<file path="src/rtl/mem_access_unit.sv">
// Load/store initiator between the MEM stage and a byte-lane data memory.
// Halfword accesses are split into two byte accesses (low byte at adr, high byte at adr+1).
module mem_access_unit (
   input  logic        Clk,
   input  logic        Rst_n,
   input  logic        req_valid,
   output logic        req_ready,
   input  logic [2:0]  req_op,
   input  logic [31:0] req_adr,
   input  logic [31:0] req_wdata,
   output logic        resp_valid,
   output logic [31:0] resp_rdata,
   output logic        misalign,
   output logic        busy,
   output logic        dm_WrEn,
   output logic        dm_RdEn,
   output logic        dm_B,
   output logic        dm_LB,
   output logic [31:0] dm_Adr,
   output logic [31:0] dm_DataIn,
   input  logic [31:0] dm_DataOut
);

   localparam logic [2:0] OP_LW  = 3'b000;
   localparam logic [2:0] OP_LB  = 3'b001;
   localparam logic [2:0] OP_LBU = 3'b010;
   localparam logic [2:0] OP_LH  = 3'b011;
   localparam logic [2:0] OP_LHU = 3'b100;
   localparam logic [2:0] OP_SW  = 3'b101;
   localparam logic [2:0] OP_SB  = 3'b110;
   localparam logic [2:0] OP_SH  = 3'b111;

   typedef enum logic [1:0] {IDLE, ACC0, ACC1, RESP} state_t;

   state_t      state_q, state_d;
   logic [2:0]  op_q, op_d;
   logic [31:0] adr_q, adr_d;
   logic [31:0] wdata_q, wdata_d;
   logic [7:0]  lo_q, lo_d;
   logic [31:0] result_q, result_d;
   logic        mis_q, mis_d;

   logic        req_mis;
   logic        op_is_half;
   logic        op_is_store;
   logic        in_acc;
   logic [7:0]  hi_byte;

   always_comb begin
      req_mis = 1'b0;
      case (req_op)
         OP_LW, OP_SW:         req_mis = (req_adr[1:0] != 2'b00);
         OP_LH, OP_LHU, OP_SH: req_mis = req_adr[0];
         default:              req_mis = 1'b0;
      endcase
   end

   assign op_is_half  = (op_q == OP_LH) || (op_q == OP_LHU) || (op_q == OP_SH);
   assign op_is_store = (op_q == OP_SW) || (op_q == OP_SB) || (op_q == OP_SH);
   assign in_acc      = (state_q == ACC0) || (state_q == ACC1);
   assign hi_byte     = dm_DataOut[7:0];

   always_comb begin
      state_d  = state_q;
      op_d     = op_q;
      adr_d    = adr_q;
      wdata_d  = wdata_q;
      lo_d     = lo_q;
      result_d = result_q;
      mis_d    = mis_q;
      case (state_q)
         IDLE: begin
            if (req_valid) begin
               op_d     = req_op;
               adr_d    = req_adr;
               wdata_d  = req_wdata;
               result_d = 32'd0;
               mis_d    = req_mis;
               state_d  = req_mis ? RESP : ACC0;
            end
         end
         ACC0: begin
            if (op_is_half) begin
               lo_d    = dm_DataOut[7:0];
               state_d = ACC1;
            end else begin
               // Byte loads come back already extended by the memory (dm_LB).
               if (!op_is_store) result_d = dm_DataOut;
               state_d = RESP;
            end
         end
         ACC1: begin
            if (op_q == OP_LH)       result_d = {{16{hi_byte[7]}}, hi_byte, lo_q};
            else if (op_q == OP_LHU) result_d = {16'd0, hi_byte, lo_q};
            else                     result_d = 32'd0;
            state_d = RESP;
         end
         RESP: begin
            state_d = IDLE;
         end
         default: state_d = IDLE;
      endcase
   end

   always_ff @(posedge Clk) begin
      if (!Rst_n) begin
         state_q  <= IDLE;
         op_q     <= 3'd0;
         adr_q    <= 32'd0;
         wdata_q  <= 32'd0;
         lo_q     <= 8'd0;
         result_q <= 32'd0;
         mis_q    <= 1'b0;
      end else begin
         state_q  <= state_d;
         op_q     <= op_d;
         adr_q    <= adr_d;
         wdata_q  <= wdata_d;
         lo_q     <= lo_d;
         result_q <= result_d;
         mis_q    <= mis_d;
      end
   end

   assign req_ready  = (state_q == IDLE);
   assign busy       = (state_q != IDLE);
   assign resp_valid = (state_q == RESP);
   assign resp_rdata = (state_q == RESP) ? result_q : 32'd0;
   assign misalign   = (state_q == RESP) && mis_q;

   // Enables are qualified by Rst_n so a reset landing in an access cycle
   // prevents that access from committing at the same edge.
   assign dm_RdEn = in_acc && !op_is_store && Rst_n;
   assign dm_WrEn = in_acc && op_is_store && Rst_n;
   assign dm_B    = in_acc && (op_q != OP_LW) && (op_q != OP_SW);
   assign dm_LB   = in_acc && (op_q == OP_LB);

   always_comb begin
      dm_Adr    = 32'd0;
      dm_DataIn = 32'd0;
      if (in_acc) begin
         dm_Adr = (state_q == ACC1) ? adr_q + 32'd1 : adr_q;
         if (op_is_store) begin
            if (op_q == OP_SW)          dm_DataIn = wdata_q;
            else if (state_q == ACC1)   dm_DataIn = {24'd0, wdata_q[15:8]};
            else                        dm_DataIn = {24'd0, wdata_q[7:0]};
         end
      end
   end

endmodule

</file>
<file path="config.mk">
export PLATFORM = sky130hd
export DESIGN_NAME = mem_access_unit
export DESIGN_NICKNAME = d
export VERILOG_FILES = /design/src/rtl/mem_access_unit.sv
export SDC_FILE = /design/constraint.sdc
export NUM_CORES = 1
export LEC_CHECK = 0
export BUFFER_PORTS_ARGS = -buffer_cell sky130_fd_sc_hd__buf_2
export CAP_MARGIN = 20
export CORE_MARGIN = 5
export CORE_UTILIZATION = 40
export CTS_CLUSTER_SIZE = 40
export DETAILED_ROUTE_END_ITERATION = 12
export GPL_ROUTABILITY_DRIVEN = 0
export MAX_ROUTING_LAYER = met4
export PLACE_DENSITY = 0.77
export SETUP_SLACK_MARGIN = 0.2
export SYNTH_ARGS = -nofsm -noshare
export SYNTH_HDL_FRONTEND = slang
export SYNTH_SLANG_ARGS = --single-unit
</file>
<file path="constraint.sdc">
create_clock -name Clk -period 2.3 [get_ports Clk]
set_input_delay 0.345 -clock Clk [delete_from_list [all_inputs] [get_ports Clk]]
set_output_delay 0.345 -clock Clk [all_outputs]
set_load 0.01 [all_outputs]
</file>
==> impl_results.md <==
* Status: complete, but fails checks
* Failing checks: negative setup slack
* Share of cells above drive strength 1 at 39.0%
* Pwr dens at 937 mW/mm^2
* Sequential cell fraction of total power at 31.8%
* Tot GR Track Use at 21.5%
* DPL Wire Length at 12,100 um
* Largest net degree at the start of global routing at 46
* Synth Register Bits at 110
* Count of different cell masters after synthesis at 42
* Number of global-route vias before repair at 5,766
* EDFF count, synth at 0
* Inserted Diodes at 0
* Critical path class: register to output port
* Crit start category: register
* Mapped Avg Cell Area at 7.31 um^2
* Root Driver: clkbuf_16
* DR WL/cell at 15.8 um
* Post-synth top flop: dfxtp_1
* Largest stage delay on the critical path at 0.53 ns
* Initial core utilization at 40.7%
* Critical path capture point type: output port
* Area contributors post-synth: dfxtp_1 39%, nand2_1 12%, a21oi_1 9.3%, and2_1 6.7%, nand3_1 3.8%
* Crit path max-delay cell type: or4_1
* Hold Fails Final Rpt at 0
* Worst Hold Class: input port to register
* FMAX at 370 MHz
* Hold path cells at 3
* Area leader, netlist: dfxtp_1
* Placed inst area at 0.00717 mm^2
* Die Ht at 129 um
* Total CTS buffers at 9
* Core Area at 0.0138 mm^2
* Area growth from synthesis to layout at 47.2%
* Asr flop ratio synth at 0%
* Psw at 3050 uW
* Total leakage power at 0.00354 uW
* Clock sinks at 110
* First-pass iteration count of the detailed router at 5
* Max_slew headroom at 66.3%
* Worst vdd ir at 0.446 mV
* DR DRC count at 0
* Width of the die at 129 um
* Net Sw Frac at 39.4%
* Post-layout util at 59.8%
* Syn Nets at 877
* Synthesized cell area at 0.00562 mm^2
* Critical-path cell list: inv_4 > ha_4 > buf_4 > buf_6 > buf_6 > buf_6 > and3_4 > nand3_2 > or4_1 > a21oi_2 > buf_2
* Synth cell count leaders: 177 x nand2_1, 110 x dfxtp_1, 104 x a21oi_1
* Crit path required time at 1.96 ns
* CP dominant cell by count: buf_6
* Rows at 43
* Hold Slack at 0.218 ns
* First-pass GRT wire length at 28,200 um
* Antenna-violating nets left at 0
* Grt ovf at 0
* Setup Skew at 0.00744 ns
* Reg2Reg Depth at 13
* H-tree Lvls at 3
* Total Power at 7760 uW
* Worst-Skew Late Latency at 0.35 ns
* Yosys warning count at 0
* Arrival @ worst endpoint at 2.35 ns
* RSZ-0062 raised after global routing: true
* Clock share of power at 21.3%
* Slew @ Worst Pin at 0.505 ns
* Int Pwr at 4700 uW
* Most numerous cell in the Yosys netlist: nand2_1
* Hold_buf cts at 0
* Setup TNS at -7.77 ns
* Cells after Synth at 769
* Routed vias at 6,290
* Full die area at 0.0165 mm^2
* CTS tree: done
* Setup Viol. Count Final at 56
* First DRT Iteration DRCs at 369
* Antenna violations before repair at 0
* Drt total wl at 18,700 um
* Minimum clock period at 2.70 ns
* Tcrit/Tclk final at 117%
* Worst-path clk slew at 0.08 ns
* Gate power share at 46.9%
* DR vias/cell at 5.30
* Register area share after synthesis at 39.2%
* CP max FO at 3
* Final nets at 1,109
* Port Buffer Count at 205
* Max_cap viols at 0
* Fin. max-slew vios at 0
* CTS Buffer Depth at 2
* Top-Level Pins at 206
* Synth top area share at 39.2%
* Final WS setup at -0.400 ns
* Finished Cell Area at 0.00828 mm^2
==> cell usage in the layout (no fill, tap or decap), drive strengths merged, types with 2 or more instances in the layout <==
| master | netlist | layout |
|---|---|---|
| nand3 | 43 | 43 |
| nand2 | 177 | 177 |
| and2 | 60 | 60 |
| ha | 6 | 6 |
| a21oi | 104 | 104 |
| inv | 9 | 12 |
| or4 | 13 | 14 |
| or3 | 9 | 9 |
| o31ai | 12 | 12 |
| a22oi | 16 | 16 |
| clkbuf | 48 | 11 |
| a211oi | 3 | 3 |
| nor2 | 33 | 33 |
| buf | 11 | 279 |
| a21o | 2 | 2 |
| nand4 | 14 | 14 |
| o21ai | 45 | 45 |
| and3 | 4 | 4 |
| dfxtp | 110 | 110 |
| nor3 | 2 | 2 |
| xnor2 | 2 | 2 |
| and4 | 6 | 6 |
| nor2b | 2 | 2 |
| mux2i | 17 | 17 |
| xor2 | 10 | 10 |
==> layout make-up <==
cell class	count	area, um^2
clock buffer	11	253
multi-input combinational	591	3610
tap	180	225
clock inverter	5	63.8
sequential	110	2220
inverter	10	52.6
timing repair buffer	279	1850
fill	1247	5550
==> path summary, 6_finish.rpt <==
path | from | endpoint | slack [ns]
min reg2reg | result_q[18] | result_q[18] | 0.45
max reg2reg | state_q[0] | result_q[10] | 0.26
max | state_q[0] | dm_Adr[14] | -0.40
min | req_adr[9] | adr_q[9] | 0.22
==> power by group through the flow <==
stage | registers [uW] | logic (uW) | clock network [uW]
4_1_cts | 2450 | 3310 | 1700
3_5_place_dp | 2480 | 2740 | 0
3_3_place_gp | 2460 | 2710 | 0
2_1_floorplan | 2430 | 1770 | 0
6_report | 2460 | 3640 | 1660
5_1_grt | 2510 | 3910 | 1780
==> critical path, delay by kind of cell (launching register included) <==
family,cells,cell delay (ns)
AOI/OAI and AO/OA,1,0.16
adders and majority gates,1,0.13
buffers and inverters,6,0.57
DFF,1,0.34
and+or+nand+nor,3,0.79
==> state kept, by name, indices dropped and copies added, names as in the netlist <==
| signal | cells |
|---|---|
| wdata_q | 32 |
| mis_q | 1 |
| result_q | 32 |
| op_q | 3 |
| lo_q | 8 |
| adr_q | 32 |
| state_q | 2 |
==> through the flow <==
step | instances | setup WS, ns
6_report | 1186 | -0.400
5_1_grt | 1186 | -0.483
4_1_cts | 1174 | -0.355
3_5_place_dp | 1138 | -0.00432
3_3_place_gp | 1138 | 0.0127
2_1_floorplan | 769 | 0.152
==> metal layers <==
metal	track usage (%)	wire length (um)	vias up
met3	3.40	1000	35
met1	26.8	7890	2947
met5	-	0	-
met4	9.02	448	0
met2	34.6	9370	192
li1	-	-	3116
==> cell families (layout without fill, tap and decap cells) <==
logic type | after synthesis | after routing | synth area share (%)
adders and majority gates | 6 | 6 | 1.34
buffers and inverters | 69 | 305 | 4.76
AOI/OAI and AO/OA | 188 | 188 | 18.6
xor gates and xnor gates | 12 | 12 | 1.87
muxes | 17 | 17 | 3.03
DFF | 110 | 110 | 39.2
and+or+nand+nor | 367 | 368 | 31.2
==> repair_timing <==
| action | 4_1_cts | 5_1_grt |
|---|---|---|
| endpoints found under the setup margin | 89 | 92 |
| resized for setup | 67 | 64 |
| pin swaps | 22 | 30 |
| setup buffers | 15 | 10 |
| gates cloned | 5 | 2 |
Note: power is estimated with default switching activity, not from simulation.
